[src/rtl/fetch_align_buffer.sv]
// Halfword realigner between the 32-bit fetch port and the RVC expander.
// Queues fetch words as halfwords and presents one 16- or 32-bit instruction per handshake.
module fetch_align_buffer #(
  parameter int          DataWidth = 32,
  parameter int          HW_DEPTH  = 4,
  parameter logic [31:0] RESET_PC  = 32'h0000_0000
) (
  input  logic                 clk,
  input  logic                 rst,
  input  logic [DataWidth-1:0] fetch_data,
  input  logic                 fetch_valid,
  output logic                 fetch_ready,
  input  logic                 redirect,
  input  logic [DataWidth-1:0] redirect_pc,
  output logic [15:0]          inst_lsb,
  output logic [15:0]          inst_msb,
  output logic                 inst_compressed,
  output logic [DataWidth-1:0] inst_pc,
  output logic                 inst_valid,
  input  logic                 inst_ready
);

  localparam int CntW = $clog2(HW_DEPTH) + 1;
  localparam int QW   = HW_DEPTH * 16;

  // Packed queue: halfword 0 (bits [15:0]) is always the oldest entry.
  logic [HW_DEPTH-1:0][15:0] q_q, q_d;
  logic [CntW-1:0]           count_q, count_d;
  logic                      drop_lo_q, drop_lo_d;
  logic [DataWidth-1:0]      pc_q, pc_d;

  logic                 hw0_rvc, has1, has2;
  logic                 push_fire, pop_fire;
  logic [1:0]           push_n, pop_n;
  logic [CntW-1:0]      base;
  logic [15:0]          push_lo;
  logic [QW-1:0]        shifted, push_mask, push_val;
  logic                 unused_pc_bit0;

  assign unused_pc_bit0 = redirect_pc[0];

  assign hw0_rvc = q_q[0][1:0] != 2'b11;
  assign has1    = count_q != '0;
  assign has2    = count_q >= CntW'(2);

  assign inst_valid      = !redirect && ((has1 && hw0_rvc) || has2);
  assign inst_compressed = has1 && hw0_rvc;
  assign inst_lsb        = q_q[0];
  assign inst_msb        = hw0_rvc ? 16'h0000 : q_q[1];
  assign inst_pc         = pc_q;
  assign fetch_ready     = (count_q <= CntW'(HW_DEPTH - 2)) && !redirect;

  assign push_fire = fetch_valid && fetch_ready;
  assign pop_fire  = inst_valid && inst_ready;
  assign push_n    = !push_fire ? 2'd0 : (drop_lo_q ? 2'd1 : 2'd2);
  assign pop_n     = !pop_fire ? 2'd0 : (inst_compressed ? 2'd1 : 2'd2);
  assign push_lo   = drop_lo_q ? fetch_data[31:16] : fetch_data[15:0];

  // Retire popped halfwords first, then land pushed ones right after the survivors.
  assign base      = count_q - CntW'(pop_n);
  assign shifted   = q_q >> {pop_n, 4'b0000};
  assign push_mask = QW'(push_n == 2'd2 ? 32'hFFFF_FFFF :
                         push_n == 2'd1 ? 32'h0000_FFFF : 32'h0000_0000) << {base, 4'b0000};
  assign push_val  = QW'({fetch_data[31:16], push_lo}) << {base, 4'b0000};

  always_comb begin
    q_d       = (shifted & ~push_mask) | (push_val & push_mask);
    count_d   = count_q + CntW'(push_n) - CntW'(pop_n);
    drop_lo_d = drop_lo_q && !push_fire;
    pc_d      = pc_q;
    if (pop_fire) begin
      pc_d = pc_q + (inst_compressed ? DataWidth'(2) : DataWidth'(4));
    end
    if (redirect) begin
      q_d       = q_q;
      count_d   = '0;
      drop_lo_d = redirect_pc[1];
      pc_d      = {redirect_pc[DataWidth-1:1], 1'b0};
    end
  end

  always_ff @(posedge clk or posedge rst) begin
    if (rst) begin
      q_q       <= '0;
      count_q   <= '0;
      drop_lo_q <= 1'b0;
      pc_q      <= RESET_PC;
    end else begin
      q_q       <= q_d;
      count_q   <= count_d;
      drop_lo_q <= drop_lo_d;
      pc_q      <= pc_d;
    end
  end

endmodule

[config.mk]
export PLATFORM = sky130hd
export DESIGN_NAME = fetch_align_buffer
export DESIGN_NICKNAME = d
export VERILOG_FILES = /design/src/rtl/fetch_align_buffer.sv
export SDC_FILE = /design/constraint.sdc
export NUM_CORES = 1
export LEC_CHECK = 0
export ABC_AREA = 1
export CAP_MARGIN = 20
export CORE_ASPECT_RATIO = 0.8
export CORE_MARGIN = 8
export CORE_UTILIZATION = 59
export CTS_BUF_LIST = sky130_fd_sc_hd__clkbuf_8
export DETAILED_ROUTE_END_ITERATION = 12
export PLACE_DENSITY_LB_ADDON = 0.12
export SLEW_MARGIN = 25
export SYNTH_ARGS = -nofsm -noshare
export SYNTH_HDL_FRONTEND = slang
export SYNTH_SLANG_ARGS = --single-unit
[constraint.sdc]
create_clock -name clk -period 6.48 [get_ports clk]
set_input_delay 1.296 -clock clk [delete_from_list [all_inputs] [get_ports clk]]
set_output_delay 1.296 -clock clk [all_outputs]
set_load 0.01 [all_outputs]
==> results_dict.tcl <==
set metrics [dict create \
    overflow 0 \
    tritoncts "built" \
    die_w_um 140 \
    num_vias 7449 \
    clk_latency_ns 0.39 \
    worst_ep_required_time_ns 6.81 \
    cts_hold_buffers 0 \
    routedWlPerCell_um 17.2 \
    worstSetupPathType "in2reg" \
    rsz0062_at_grt "no" \
    tns_ns 0 \
    cts_buffer_depth 2 \
    critical_path.slowest_cell "nor2_1" \
    critPathCaptureType "flop" \
    peakVddDrop_v 0.000273 \
    die_h_um 115 \
    drc 0 \
    p_leak_nw 4.14 \
    cp-start-kind "input port" \
    fin_nets 1212 \
    clkTransAtPathRegs_ns 0.10 \
    drt-initial-drc-count 888 \
    start_util_pct 59.9 \
    hold_viol 0 \
    root_buffer "clkbuf_8" \
    synth_edf_count 0 \
    dieArea_um2 16100 \
    period_minus_slack_ns 4.75 \
    critPathTopFamily "simple AND/OR/NAND/NOR gates" \
    area_growth_pct 17.8 \
    maxSlewViolCount 0 \
    fmax_ghz 0.210 \
    path_cells "clkdlybuf4s50_1 -> nor2_4 -> nand3_4 -> inv_1 -> ha_1 -> fa_1 -> inv_1 -> nor2_1 -> nand3_1 -> nand2_1 -> nand2_1 -> inv_2 -> o21ai_0 -> nand2_1" \
    setup_viol 0 \
    async_flop_share_pct 100 \
    rr_startpoint "inst_lsb[1]" \
    preCtsSetupSlack_ns 1.43 \
    status "finished, final reports clean" \
    worstPathMaxFanout 17 \
    syn-instance-count 1064 \
    crit_start "redirect" \
    cts_inserted_buffers 9 \
    htreeDepth 3 \
    antenna_found_initial 0 \
    worstMarginPinSlew_ns 1.06 \
    drive_gt1_share_pct 5.00 \
    max-cap-violations 0 \
    power.density_nw_per_um2 367 \
    fin_crit_sh_pct 73.4 \
    grt_max_degree 83 \
    grt_usage_pct 27.6 \
    holdCritStartpoint "inst_lsb[6]" \
    rows 36 \
    max_stage_delay_ns 0.73 \
    worstPathArrival_ns 5.08 \
    cts_sinks 99 \
    cpMostUsedCell "nand2_1" \
    grt_pass1_vias 6610 \
    drtPass1Iterations 6 \
    synthFlopType "dfrtp_1" \
    grt_first_pass_wirelength_mm 35.2 \
    syn-cell-area_um2 7230 \
    synth_top_area_share_pct 34.3 \
    maxSlewHeadroom_pct 29.1 \
    avgSynthCellArea_um2 6.80 \
    synth_top_cell_by_area "dfrtp_1" \
    cp_num_buf_inv 4 \
    clock_skew_ns 0.0127 \
    wirelength_mm 22.2 \
    design.core.area_um2 12100 \
    hold_path.class "reg2reg" \
    synth_warnings 0 \
    post_cts_resized 0 \
    ys_seq_area_share_pct 34.3 \
    ys_top_cells_by_area "dfrtp_1 34%, nand2_1 20%, nand3_1 9.3%" \
    post_cts_buffers 0 \
    n_antenna_cell 0 \
    ys_types 44 \
    io_pins 136 \
    port_buffers 133 \
    viasPerCell 5.77 \
    hpwlAfterDp_mm 15.9 \
    ys_ff_latch 99 \
    synth_nets 1142 \
    ant_nets 0 \
    place.gp.congestion 0.957 \
    setup_slack_ns 1.73 \
]
## routing by layer
| metal | routed length (um) | track usage, % | part of all wire, % | vias up |
|---|---|---|---|---|
| met3 | 3190 | 10.8 | 14 | 16 |
| met1 | 10500 | 42.1 | 47 | 3390 |
| met2 | 8360 | 35.3 | 38 | 441 |
| met4 | 156 | 4.91 | 0.70 | 0 |
| met5 | 0 | 0 | 0 | - |
| li1 | - | - | - | 3602 |
## cells in the final DEF (no fill, tap or decap), types with 2 or more instances in the layout
cell type and instances:
fa_1 4, nor3_1 2, o211ai_1 6, or2_2 9, xnor2_1 4, o21a_1 10
nor2_4 3, nand4_1 84, nor2_1 75, ha_1 5, nand3b_1 2, clkdlybuf4s50_1 132
buf_4 8, and3_1 3, nand2_2 2, inv_4 2, inv_2 6, o21ai_0 30
dfrtp_1 99, xor2_1 11, nand2_4 2, bufinv_16 2, a31oi_1 3, clkbuf_8 11
nand2_1 388, a21oi_1 7, or2_1 3, nand3_1 134, mux2i_1 10, clkinv_2 2
a21boi_0 2, inv_1 64
## tightest hold or removal path, cell delays in order (launching register included)
cell	delay, ns
dfrtp_1	0.35
nand2_1	0.05
nand3_1	0.07
## where the power goes
group | internal [mW] | leakage (nW) | switching, mW
Combinational | 0.569 | 2.74 | 1.03
Clock | 0.240 | 0.120 | 0.234
Sequential | 0.829 | 1.28 | 0.221
## logic make-up (layout without fill, tap and decap cells)
kind of cell,Yosys count,in the layout,share of synthesized area (%)
multiplexers,10,10,1.38
buffers and inverters,156,231,11.1
other,1,1,0.0518
XOR/XNOR,16,16,2.04
adder cells (fa/ha/maj),9,9,1.97
AND/OR/NAND/NOR,710,710,43.8
AO/OA/AOI/OAI,63,63,5.35
flip-flops,99,99,34.3
## Yosys cell counts (3+ instances only)
master / number
nand4_1: 84
xor2_1: 11
buf_6: 10
buf_2: 16
nand3_1: 134
or2_1: 3
or2_2: 9
and3_1: 3
ha_1: 5
fa_1: 4
inv_1: 65
mux2i_1: 10
a31oi_1: 3
clkbuf_1: 23
o21ai_0: 30
a21oi_1: 7
o211ai_1: 6
inv_2: 6
dfrtp_1: 99
nor2_4: 3
nand2_1: 388
buf_4: 32
xnor2_1: 4
nor2_1: 75
o21a_1: 10
## final cells by class
cell class	instances	area (um2)
clock buffers	11	151
clock inverters	5	82.6
fillers	1077	3550
inverters	74	284
multi-input cells	809	3950
flip-flops and latches	99	2480
well taps	152	190
repair buffers	141	1390
## path summary, 6_finish.rpt
kind	end	slack [ns]	cells past startpoint
min in group asynchronous	inst_pc[2]	1.43	2
min reg2reg	inst_lsb[6]	0.51	2
max reg2reg	q_q[45]	2.16	15
max	q_q[45]	1.73	14
max in group asynchronous	inst_lsb[13]	4.06	3
min	inst_lsb[6]	0.51	2
## registers in the layout, summed over array words and instances, names as in the netlist
name       cells
drop_lo_q      1
inst_pc       31
inst_lsb      16
count_q        3
q_q           48
## per-stage QoR
stage          hold WS [ns]  area, um2  std cells  total power, mW  util, %
2_1_floorplan         0.466       7230       1064             2.20        -
3_3_place_gp          0.484       8290       1275             2.59     68.7
3_5_place_dp          0.484       8290       1275             2.62     68.7
4_1_cts               0.512       8520       1291             3.10     70.6
5_1_grt               0.536       8520       1291             3.35     70.6
6_report              0.507       8520       1291             3.13     70.6
(Power assumes the default switching activity.)
